**config.mk**
```make
export PLATFORM = sky130hd
export DESIGN_NAME = downmixer_decim_flat
export DESIGN_NICKNAME = d
export VERILOG_FILES = /design/src/rtl/downmixer_decim_if.sv /design/src/rtl/downmixer_decim.sv /design/src/flat_wrapper.sv
export SDC_FILE = /design/constraint.sdc
export NUM_CORES = 1
export LEC_CHECK = 0
export BUFFER_PORTS_ARGS = -buffer_cell sky130_fd_sc_hd__buf_2
export CORE_ASPECT_RATIO = 1.5
export CORE_UTILIZATION = 61
export DETAILED_ROUTE_END_ITERATION = 12
export PLACE_DENSITY = 0.82
export SLEW_MARGIN = 20
export SYNTH_ARGS = -nofsm -noshare
export SYNTH_HDL_FRONTEND = slang
export SYNTH_SLANG_ARGS = --single-unit
```
**constraint.sdc**
```tcl
create_clock -name clk -period 4.8 [get_ports clk]
set_input_delay 0.96 -clock clk [delete_from_list [all_inputs] [get_ports clk]]
set_output_delay 0.96 -clock clk [all_outputs]
set_load 0.01 [all_outputs]
```
**src/rtl/downmixer_decim_if.sv**
```systemverilog
// Sample-stream bundle for the mix-down decimator: input samples with LO, decimated output and status.
interface downmixer_decim_if #(
    parameter int DATA_W = 20
);
    logic                     clear;
    logic                     in_valid;
    logic signed [DATA_W-1:0] in_data;
    logic signed [DATA_W-1:0] lo;
    logic                     out_valid;
    logic signed [DATA_W-1:0] out_data;
    logic                     overflow;

    modport master (
        output clear, in_valid, in_data, lo,
        input  out_valid, out_data, overflow
    );

    modport slave (
        input  clear, in_valid, in_data, lo,
        output out_valid, out_data, overflow
    );
endinterface

```
**src/rtl/downmixer_decim.sv**
```systemverilog
// Mix-down by LO, then accumulate-and-dump decimation with a saturated baseband output.
// Latency 2 clocks from the final sample of a block; always ready, no backpressure.
module downmixer_decim #(
    parameter int DATA_W     = 20,
    parameter int FRAC       = 14,
    parameter int DECIM_LOG2 = 3
) (
    input  logic              clk,
    input  logic              rst_n,
    downmixer_decim_if.slave  bus
);
    localparam int P_W   = 2*DATA_W - FRAC;
    localparam int ACC_W = P_W + DECIM_LOG2;
    localparam int HI_W  = ACC_W - DATA_W + 1;

    logic signed [2*DATA_W-1:0] prod;
    logic signed [P_W-1:0]      p_nxt;
    logic signed [P_W-1:0]      p;
    logic                       p_valid;
    logic signed [ACC_W-1:0]    acc;
    logic [DECIM_LOG2-1:0]      count;

    logic signed [ACC_W-1:0]    p_ext;
    logic signed [ACC_W-1:0]    sum;
    logic signed [ACC_W-1:0]    s;
    logic [HI_W-1:0]            s_hi;
    logic                       sat;
    logic signed [DATA_W-1:0]   sat_val;
    logic                       dump;

    // Dropping the low FRAC bits of the full product is an arithmetic shift (floor).
    assign prod  = bus.in_data * bus.lo;
    assign p_nxt = prod[2*DATA_W-1:FRAC];

    assign p_ext = {{DECIM_LOG2{p[P_W-1]}}, p};
    assign sum   = acc + p_ext;
    assign s     = sum >>> DECIM_LOG2;
    assign dump  = p_valid && (count == '1);

    // The value fits the output only if every bit above the output sign bit copies it.
    always_comb begin
        s_hi    = s[ACC_W-1:DATA_W-1];
        sat     = !((&s_hi) || !(|s_hi));
        sat_val = s[DATA_W-1:0];
        if (sat) begin
            sat_val = s[ACC_W-1] ? {1'b1, {(DATA_W-1){1'b0}}} : {1'b0, {(DATA_W-1){1'b1}}};
        end
    end

    always_ff @(posedge clk or negedge rst_n) begin
        if (!rst_n) begin
            p       <= '0;
            p_valid <= 1'b0;
        end else if (bus.clear) begin
            p_valid <= 1'b0;
        end else begin
            p_valid <= bus.in_valid;
            if (bus.in_valid) begin
                p <= p_nxt;
            end
        end
    end

    always_ff @(posedge clk or negedge rst_n) begin
        if (!rst_n) begin
            acc           <= '0;
            count         <= '0;
            bus.out_valid <= 1'b0;
            bus.out_data  <= '0;
            bus.overflow  <= 1'b0;
        end else if (bus.clear) begin
            acc           <= '0;
            count         <= '0;
            bus.out_valid <= 1'b0;
            bus.overflow  <= 1'b0;
        end else begin
            bus.out_valid <= dump;
            if (dump) begin
                acc          <= '0;
                count        <= '0;
                bus.out_data <= sat_val;
                if (sat) begin
                    bus.overflow <= 1'b1;
                end
            end else if (p_valid) begin
                acc   <= sum;
                count <= count + 1'b1;
            end
        end
    end
endmodule

```
**src/flat_wrapper.sv**
```systemverilog
// flat-port wrapper written by rule: the top's interface ports become plain ports
module downmixer_decim_flat 
#(
    parameter int DATA_W     = 20,
    parameter int FRAC       = 14,
    parameter int DECIM_LOG2 = 3
)
  (clk, rst_n, bus_clear, bus_in_valid, bus_in_data, bus_lo, bus_out_valid, bus_out_data, bus_overflow);
  downmixer_decim_if #(.DATA_W(DATA_W)) bus_i ();
  input  logic clk;
  input  logic rst_n;
  input wire logic [$bits(bus_i.clear)-1:0] bus_clear;
  input wire logic [$bits(bus_i.in_valid)-1:0] bus_in_valid;
  input wire logic [$bits(bus_i.in_data)-1:0] bus_in_data;
  input wire logic [$bits(bus_i.lo)-1:0] bus_lo;
  output wire logic [$bits(bus_i.out_valid)-1:0] bus_out_valid;
  output wire logic [$bits(bus_i.out_data)-1:0] bus_out_data;
  output wire logic [$bits(bus_i.overflow)-1:0] bus_overflow;
  assign bus_i.clear = bus_clear;
  assign bus_i.in_valid = bus_in_valid;
  assign bus_i.in_data = bus_in_data;
  assign bus_i.lo = bus_lo;
  assign bus_out_valid = bus_i.out_valid;
  assign bus_out_data = bus_i.out_data;
  assign bus_overflow = bus_i.overflow;
  downmixer_decim #(.DATA_W(DATA_W), .FRAC(FRAC), .DECIM_LOG2(DECIM_LOG2)) u_core (.clk(clk), .rst_n(rst_n), .bus(bus_i));
endmodule
```
==> run metrics, run 1 <==
first-pass GRT wire length 83000 um; DR WL/cell 18.6 um; RSZ-0062 raised after global routing true; antenna violations before repair 0; Die Area 33000 um^2; FF-to-FF Start u_core.acc[0]; Worst slew margin 35.7%; # DRC 0; # hold bufs at CTS 0; Reg2Reg Capture Point u_core.bus.out_data[15]; FF/Latch Area 2030 um^2; Finished Core Util 72.1%; hold_ws 0.493 ns; post-DP HPWL 41400 um; count leader, synth inv_1; Die Height 222 um; post-synthesis sequential area ratio 10.3%; main flop type after synthesis dfrtp_1; Starting DRT DRC Count 931; clock tree from TritonCTS yes; WP data arrival 7.07 ns; CTS Buf Count 9; syn nets 2713; Worst Clk Skew 0.0105 ns; failing checks setup timing; Post-DRT Antenna Nets 0; gr usage total 32.3%; Fin. Hold Viols 0; max cap viols 0; crit-path max cell delay 0.54 ns; period utilization 143%; syn avg cell area 9.30 um^2; Starting Density 62.0%; R2R Setup Slk 0.75 ns; Crit-path slowest cell fa_1; antenna cells 0; post-synthesis cell type count 78; Initial DRT Pass Iterations 5; site row count 80; delay-heaviest family, CP adder cells; core area 31700 um^2; # clock sinks 81; CP required 4.99 ns; netlist area before placement 19700 um^2; Synth Instances 2115; Tightest Pin Transition 0.965 ns; Congestion Overflow GR 0; Hold Path Depth 2; vias in the first global route 17.6k; layout cell share with drive strength beyond 1 19.2%; routed wire length 50700 um; root buffer cell clkbuf_16; Hold Path End u_core.acc[21]; via/cell ratio 5.80; Post-Layout Inst Area 22900 um^2; ys async rst share 100%; number of fill cells in the layout 2085; Fmax 0.145 GHz; cell with the most instances on the worst path fa_1; multi-input logic area 16100 um^2; setup violators final 26; clk_lat worst skew 0.34 ns; Worst-path clk slew 0.06 ns; CP endpoint kind flop; CTS Buffer Depth 2; I/O Pins 66; Hold Crit Start u_core.acc[21]; worst min-delay path category reg2reg; Final min period 6.89 ns; Die W 149 um; via count 15.8k; Synth top area share 42.7%; Final nets 2910; Layout area overhead 16.4%; r2r worst-path depth 11; largest cells by area after synthesis fa_1 43%, dfrtp_1 10%, ha_1 8.5%; flops & latches, synth 81; Slew Limit Fails 0; largest net degree at the start of global routing 82; post-route setup slack -2.09 ns; CP Launch Type input pin; htree depth 3; outcome finished, violations left; synth warn 0; Setup CP Type in2reg; Post-synth top cells 434 x inv_1, 420 x fa_1, 240 x nand2_1, 222 x and2_1, 134 x ha_1; crit path max fanout 4; Post-synth EDFFs 0; buffers added on ports 65; cell taking the most area after synthesis fa_1; DP Area 21800 um^2; worst path bufs/invs 8; placer's final routability congestion estimate 0.964
## worst reg2reg max path, cell delays in order, from the launching register on
cell and delay (ns):
dfrtp_1 0.39, ha_1 0.25, fa_1 0.43, a211oi_1 0.41, o21ai_0 0.25, and3_1 0.25
o221ai_1 0.31, a21bo_2 0.22, nand3_2 0.36, nor4_4 0.47, nand3_2 0.35, a211oi_1 0.30
## cell usage in the layout, fill, tap and decap left out, types with 9 or more instances in the layout
| cell | n |
|---|---|
| and2_4 | 24 |
| and2_1 | 199 |
| inv_1 | 421 |
| xor2_1 | 21 |
| a21oi_1 | 66 |
| buf_6 | 18 |
| buf_4 | 210 |
| nand3_1 | 17 |
| buf_2 | 46 |
| ha_1 | 123 |
| o21ai_1 | 11 |
| xnor2_1 | 34 |
| ha_4 | 10 |
| o21ai_0 | 52 |
| inv_2 | 13 |
| nand2_1 | 233 |
| fa_1 | 399 |
| a21o_1 | 30 |
| nor2_1 | 37 |
| dfrtp_1 | 81 |
| clkbuf_16 | 9 |
| a21oi_2 | 9 |
| a22o_1 | 15 |
| a211oi_1 | 15 |
| fa_2 | 21 |
| o22ai_1 | 11 |
| o21a_1 | 9 |
| nand2b_1 | 11 |
## layer usage
metal / part of all wire, % / vias up / GRT usage [%]
li1: - / 6880 / -
met1: 34 / 8067 / 35.2
met2: 55 / 600 / 59.7
met3: 4.0 / 255 / 2.43
met4: 6.8 / 0 / 20.1
met5: 0 / - / 0
## state kept, by name (all words and copies together), names as in the netlist
signal                flops
u_core.bus.out_data      20
u_core.acc               29
u_core.bus.overflow       1
u_core.p_valid            1
u_core.bus.out_valid      1
u_core.count              3
u_core.p                 26
## final cells by class
class,instances,area share (%)
Multi-Input combinational cell,1494,70.4
Timing Repair Buffer,291,10.1
Sequential cell,81,8.85
Inverter,435,7.13
Tap cell,410,2.24
Clock buffer,10,1.00
Clock inverter,5,0.355
## metrics by stage
stage	worst slack, ns	setup TNS (ns)	cells
floorplan	-2.07	-45.55	2115
global placement	-2.51	-57.76	2674
detailed placement	-2.59	-60.16	2674
CTS	-2.07	-46.95	2715
global route	-2.29	-54.89	2726
finish	-2.09	-49.44	2726
## timing repair
action / CTS / global route
buffers inserted: 24 / 13
pin swaps: 55 / 35
cloned: 2 / 0
resized for setup: 93 / 23
endpoints found under the setup margin: 26 / 26
## cells by family after synthesis
logic type | count (synthesis) | synth area share (%)
flip-flops | 81 | 10.3
AND/OR/NAND/NOR | 591 | 15.6
buffers and inverters | 540 | 10.4
multiplexers | 3 | 0.159
AO/OA/AOI/OAI | 287 | 9.65
XOR/XNOR | 59 | 2.63
adder cells (fa/ha/maj) | 554 | 51.3
## worst max path at each step
stage	from	to	slack (ns)	cells past startpoint
after floorplan	bus_lo[2]	u_core.p[25]	-2.07	22
after global placement	bus_lo[2]	u_core.p[22]	-2.51	25
after detailed placement	bus_lo[2]	u_core.p[22]	-2.59	25
after CTS	bus_lo[4]	u_core.p[22]	-2.07	25
after global routing	bus_in_data[7]	u_core.p[22]	-2.29	26
final	bus_in_data[7]	u_core.p[22]	-2.09	26
Power of run 1 is left out: the tool's default activity adds up to more than one toggle a clock period on the data nets, which glitch-free logic cannot reach.
==> inputs of run 2 (changes only) <==
--- a/config.mk
+++ b/config.mk
@@ -9,7 +9,7 @@
 export CORE_ASPECT_RATIO = 1.5
 export CORE_UTILIZATION = 61
 export DETAILED_ROUTE_END_ITERATION = 12
-export PLACE_DENSITY = 0.82
+export PLACE_DENSITY = 0.79
 export SLEW_MARGIN = 20
 export SYNTH_ARGS = -nofsm -noshare
 export SYNTH_HDL_FRONTEND = slang
==> run 2 against run 1 <==
Against the previous run:
- the run still ends with setup timing left
- flip-flop and latch count stayed put
- critical path depth is 1 lower
- maximum frequency is 1.4% lower
==> run metrics, run 2 (same netlist as run 1, synthesis figures left out) <==
Worst slew margin 31.6% (was 35.7%); # clock sinks 81 (unchanged); CP Launch Type input pin (unchanged); Worst Clk Skew 0.00655 ns (was 0.0105 ns); site row count 80 (unchanged); post-DP HPWL 41300 um (was 41400 um); Fin. Hold Viols 0 (unchanged); clock tree from TritonCTS yes (unchanged); WP data arrival 7.17 ns (was 7.07 ns); Die W 149 um (unchanged); WP depth 25 (was 26); period utilization 146% (was 143%); Inst Count DP 2676 (was 2674); largest register by flop count u_core.acc (unchanged); r2r worst-path depth 11 (unchanged); CP endpoint kind flop (unchanged); outcome finished, violations left (unchanged); Regs by FF count u_core.acc x29, u_core.p x26, u_core.bus.out_data x20 (unchanged); Post-DRT Antenna Nets 0 (unchanged); antenna cells 0 (unchanged); Tightest Pin Transition 1.03 ns (was 0.965 ns); CP required 4.99 ns (about the same); via/cell ratio 5.68 (was 5.80); Fmax 0.143 GHz (was 0.145 GHz); CTS Buffer Depth 2 (unchanged); Hold Path Depth 2 (unchanged); root buffer cell clkbuf_16 (unchanged); Initial DRT Pass Iterations 7 (was 5); total negative slack -50.47 ns (was -49.44 ns); Worst-path clk slew 0.06 ns (about the same); worst path bufs/invs 7 (was 8); Congestion Overflow GR 0 (unchanged); Layout Cells excl Fill 2725 (was 2726); commonest non-fill, non-tap cells in the layout 423 x inv_1, 399 x fa_1, 234 x nand2_1, 211 x buf_4, 201 x and2_1 (was 421 x inv_1, 399 x fa_1, 233 x nand2_1, 210 x buf_4, 199 x and2_1); buffers added on ports 65 (unchanged); Die Area 33000 um^2 (unchanged); Setup CP Type in2reg (unchanged); via count 15.5k (was 15.8k); RSZ-0062 raised after global routing true (unchanged); Largest register FFs 29 (unchanged); routed wire length 50300 um (was 50700 um); Final min period 6.99 ns (was 6.89 ns); Final nets 2908 (was 2910); cell with the most instances on the worst path fa_1 (unchanged); Crit-path slowest cell fa_1 (unchanged); I/O Pins 66 (unchanged); antenna violations before repair 0 (unchanged); Starting Density 62.0% (unchanged); failing checks setup timing (unchanged); first-pass GRT wire length 81800 um (was 83000 um); Slew Limit Fails 0 (unchanged); crit-path max cell delay 0.52 ns (was 0.54 ns); clk_lat worst skew 0.34 ns (about the same); layout cell share with drive strength beyond 1 19.2% (about the same); worst slack at placement -2.59 ns (about the same); core area 31700 um^2 (unchanged); CTS Buf Count 9 (unchanged); max cap viols 0 (unchanged); htree depth 3 (unchanged); setup violators final 26 (unchanged); # DRC 0 (unchanged); Die Height 222 um (unchanged); crit path max fanout 7 (was 4); Starting DRT DRC Count 712 (was 931); delay-heaviest family, CP adder cells (unchanged); placer's final routability congestion estimate 0.950 (was 0.964); Layout area overhead 16.7% (was 16.4%); commonest non-fill, non-tap cell in the layout inv_1 (unchanged); largest net degree at the start of global routing 82 (unchanged); DR WL/cell 18.5 um (was 18.6 um); worst min-delay path category reg2reg (unchanged); gr usage total 31.9% (was 32.3%); vias in the first global route 17.4k (was 17.6k); post-route setup slack -2.19 ns (was -2.09 ns); Finished Core Util 72.3% (was 72.1%)
[run 2: changes by cell type in the layout (fill, tap and decap cells not counted), moves of 3 or more]
cell / previous run / this run
buf_2: 46 / 42
buf_6: 18 / 25
buf_8: 7 / 2
clkbuf_4: 3 / 0
o21ai_0: 52 / 39
o21ai_1: 11 / 24
xnor2_1: 34 / 31
xnor2_2: 4 / 7
[run 2: final timing paths]
check | start | endpoint | slack (ns)
worst max-delay path | bus_in_data[9] | u_core.p[22] | -2.19
worst min-delay path | u_core.p[12] | u_core.p[12] | 0.49
worst max register to register | u_core.acc[0] | u_core.bus.out_data[15] | 0.80
worst min register to register | u_core.p[12] | u_core.p[12] | 0.49
max in group asynchronous | rst_n | u_core.acc[13] | 3.63
min in group asynchronous | rst_n | u_core.acc[25] | 0.65
[run 2: final cells by class]
class | instances | area (um^2)
Inverter | 435 | 1630
Clock buffer | 12 | 256
Multi-Input combinational cell | 1494 | 16100
Timing Repair Buffer | 289 | 2320
Tap cell | 410 | 513
Clock inverter | 4 | 51.3
Sequential cell | 81 | 2030
Fill cell | 2194 | 8780
[run 2: per-stage QoR]
stage / instance area [um^2] / hold slack (ns)
after floorplan: 20200 / 0.453
after global placement: 21900 / 0.471
after detailed placement: 21900 / 0.479
after CTS: 22800 / 0.491
after global routing: 22900 / 0.529
final: 22900 / 0.493
[run 2: per-layer routing]
metal  vias to the layer above  share of wire (%)  global-route usage [%]
met5                         -                  0                       0
met4                         0                6.5                    19.2
met3                       214                4.2                    3.13
met2                       512                 55                    59.1
met1                      7901                 34                    34.6
li1                       6858                  -                       -
[run 2: worst min-delay path, cell delays in order (launching register included)]
cell	delay, ns
dfrtp_1	0.35
nand2_1	0.05
o21ai_1	0.06
[run 2: timing repair]
item / 4_1_cts / 5_1_grt
endpoints found under the setup margin: 26 / 26
pin swaps: 62 / 20
gates resized for setup: 104 / 29
cloned: 3 / 0
buffers inserted: 23 / 8
hold buffers: 0 / 0
Power of run 2 is left out for the same reason.
==> inputs of run 3 (changes only) <==
--- a/config.mk
+++ b/config.mk
@@ -6,10 +6,12 @@
 export NUM_CORES = 1
 export LEC_CHECK = 0
 export BUFFER_PORTS_ARGS = -buffer_cell sky130_fd_sc_hd__buf_2
+export CAP_MARGIN = 20
 export CORE_ASPECT_RATIO = 1.5
 export CORE_UTILIZATION = 61
 export DETAILED_ROUTE_END_ITERATION = 12
 export PLACE_DENSITY = 0.79
+export SETUP_SLACK_MARGIN = 0.1
 export SLEW_MARGIN = 20
 export SYNTH_ARGS = -nofsm -noshare
 export SYNTH_HDL_FRONTEND = slang
==> constraint.sdc (replaced) <==
create_clock -name clk -period 8.5 [get_ports clk]
set_input_delay 1.7 -clock clk [delete_from_list [all_inputs] [get_ports clk]]
set_output_delay 1.7 -clock clk [all_outputs]
set_load 0.01 [all_outputs]
==> run 3 against run 2 <==
Against the previous run:
- utilization shrank 6.8 points
- non-clock buffer count is 176 lower
- register-to-register slack improved by 3.7 ns
- final cell count is 6.5% lower
- wire length down 8.4%
- final area is 9.5% lower
- clock skew about the same
- global-route usage is 2.0 points lower
- the run now ends clean
- first-iteration DRC count up 35%
- via count down 5.7%
- die area unchanged
==> run metrics, run 3 (same netlist as run 1, synthesis figures left out) <==
outcome complete, no violations (was finished, violations left); Hold Crit Start u_core.p[19] (was u_core.p[12]); met1 usage 33.9% (was 34.6%); largest register by flop count u_core.acc (unchanged); antenna violations before repair 0 (unchanged); GRT met3 Usage 2.82% (was 3.13%); Setup CP Type in2reg (unchanged); Fin. Hold Viols 0 (unchanged); WP data arrival 8.39 ns (was 7.17 ns); period utilization 95.4%; largest net degree at the start of global routing 82 (unchanged); hold_ws 0.484 ns (was 0.493 ns); Resized cells post-CTS 0 (was 104); total negative slack 0 ns (was -50.47 ns); root buffer cell clkbuf_16 (unchanged); htree depth 3 (unchanged); Worst slew margin 34.7% (was 31.6%); Congestion Overflow GR 0 (unchanged); CTS Buffer Depth 2 (unchanged); post-route setup slack 0.389 ns (was -2.19 ns); Inst Count DP 2533 (was 2676); core area 31700 um^2 (unchanged); Worst-path clk slew 0.06 ns (about the same); crit-path max cell delay 0.65 ns (was 0.52 ns); DR WL/cell 18.1 um (was 18.5 um); worst slack at placement -0.0702 ns (was -2.59 ns); delay-heaviest family, CP adder cells (unchanged); routed wire length 46100 um (was 50300 um); Reg2Reg Capture Point u_core.bus.out_data[15] (unchanged); gr usage total 29.9% (was 31.9%); post-DP HPWL 38800 um (was 41300 um); Hold Path End u_core.p[19] (was u_core.p[12]); setup violators final 0 (was 26); via/cell ratio 5.73 (was 5.68); vias in the first global route 16.0k (was 17.4k); Layout area overhead 5.61% (was 16.7%); M2 GR Usage 54.3% (was 59.1%); first-pass GRT wire length 76700 um (was 81800 um); CP endpoint kind flop (unchanged); clock tree from TritonCTS yes (unchanged); # hold bufs at CTS 0 (unchanged); setup bufs post-CTS 0 (was 23); Final nets 2732 (was 2908); CP Launch Type input pin (unchanged); Die W 149 um (unchanged); worst min-delay path category reg2reg (unchanged); Slew Limit Fails 0 (unchanged); Crit-path slowest cell or4b_2 (was fa_1); Regs by FF count u_core.acc x29, u_core.p x26, u_core.bus.out_data x20 (unchanged); Layout Cells excl Fill 2549 (was 2725); commonest non-fill, non-tap cells in the layout 434 x inv_1, 420 x fa_1, 240 x nand2_1, 222 x and2_1, 134 x ha_1 (was 423 x inv_1, 399 x fa_1, 234 x nand2_1, 211 x buf_4, 201 x and2_1); Starting Density 62.0% (unchanged); Die Area 33000 um^2 (unchanged); Initial DRT Pass Iterations 7 (unchanged); Worst Clk Skew 0.00629 ns (was 0.00655 ns); Largest register FFs 29 (unchanged); clk_lat worst skew 0.34 ns (about the same); r2r worst-path depth 11 (unchanged); # clock sinks 81 (unchanged); Starting DRT DRC Count 963 (was 712); site row count 80 (unchanged); antenna cells 0 (unchanged); number of fill cells in the layout 2495 (was 2194); cell with the most instances on the worst path fa_1 (unchanged); I/O Pins 66 (unchanged); # DRC 0 (unchanged); Post-DRT Antenna Nets 0 (unchanged); crit path max fanout 11 (was 7); buffers added on ports 65 (unchanged); Tightest Pin Transition 0.977 ns (was 1.03 ns); placer's final routability congestion estimate 0.916 (was 0.950); worst path bufs/invs 7 (unchanged); FF-to-FF Start u_core.acc[0] (unchanged); Die Height 222 um (unchanged); busiest grt layer met2 (unchanged); layout cell share with drive strength beyond 1 7.29% (was 19.2%); R2R Setup Slk 4.50 ns (was 0.80 ns); CP required 8.78 ns (was 4.99 ns); CTS Buf Count 9 (unchanged); RSZ-0062 raised after global routing false (was true); max cap viols 0 (unchanged); Fmax 0.123 GHz; via count 14.6k (was 15.5k); WP depth 25 (unchanged); Hold Path Depth 2 (unchanged); Final min period 8.11 ns; commonest non-fill, non-tap cell in the layout inv_1 (unchanged)
[run 3: cell count changes in the layout (fill, tap and decap cells not counted), sizes merged]
cell | previous run | this run
clkinvlp | 1 | 0
bufbuf | 3 | 0
buf | 286 | 113
clkbuf | 12 | 13
[run 3: stage by stage]
step,util [%],cell area [um^2]
final,65.5,20800
after CTS,65.5,20800
after global placement,64.5,20500
after floorplan,-,19700
after global routing,65.5,20800
after detailed placement,64.5,20500
[run 3: worst max path at each step]
| stage | end | start | slack (ns) |
|---|---|---|---|
| final | u_core.p[18] | bus_in_data[7] | 0.39 |
| after floorplan | u_core.p[25] | bus_in_data[19] | 0.43 |
| after CTS | u_core.p[22] | bus_lo[2] | 0.30 |
| after global routing | u_core.p[18] | bus_in_data[7] | 0.11 |
| after detailed placement | u_core.p[22] | bus_lo[2] | -0.07 |
| after global placement | u_core.p[22] | bus_lo[2] | 0.09 |
[run 3: per-layer routing]
| layer | routed length, um | vias to the layer above |
|---|---|---|
| li1 | - | 6489 |
| met1 | 16100 | 7450 |
| met2 | 25200 | 478 |
| met3 | 1870 | 180 |
| met4 | 2950 | 0 |
| met5 | 0 | - |
[run 3: tightest hold or removal path: stages, from the launching register on]
cell     delay, ns
dfrtp_1       0.34
nand2_1       0.05
o21ai_0       0.06
[run 3: final cells by class]
cell class                 instances  area [um^2]  area share, %
clock buffer                      13          250           1.20
clock inverter                     3         40.0          0.193
inverter                         435         1630           7.86
multi-input combinational       1494        15600           75.1
sequential                        81         2030           9.76
tap                              410          513           2.47
timing repair buffer             113          708           3.41
Power of run 3 is left out for the same reason.
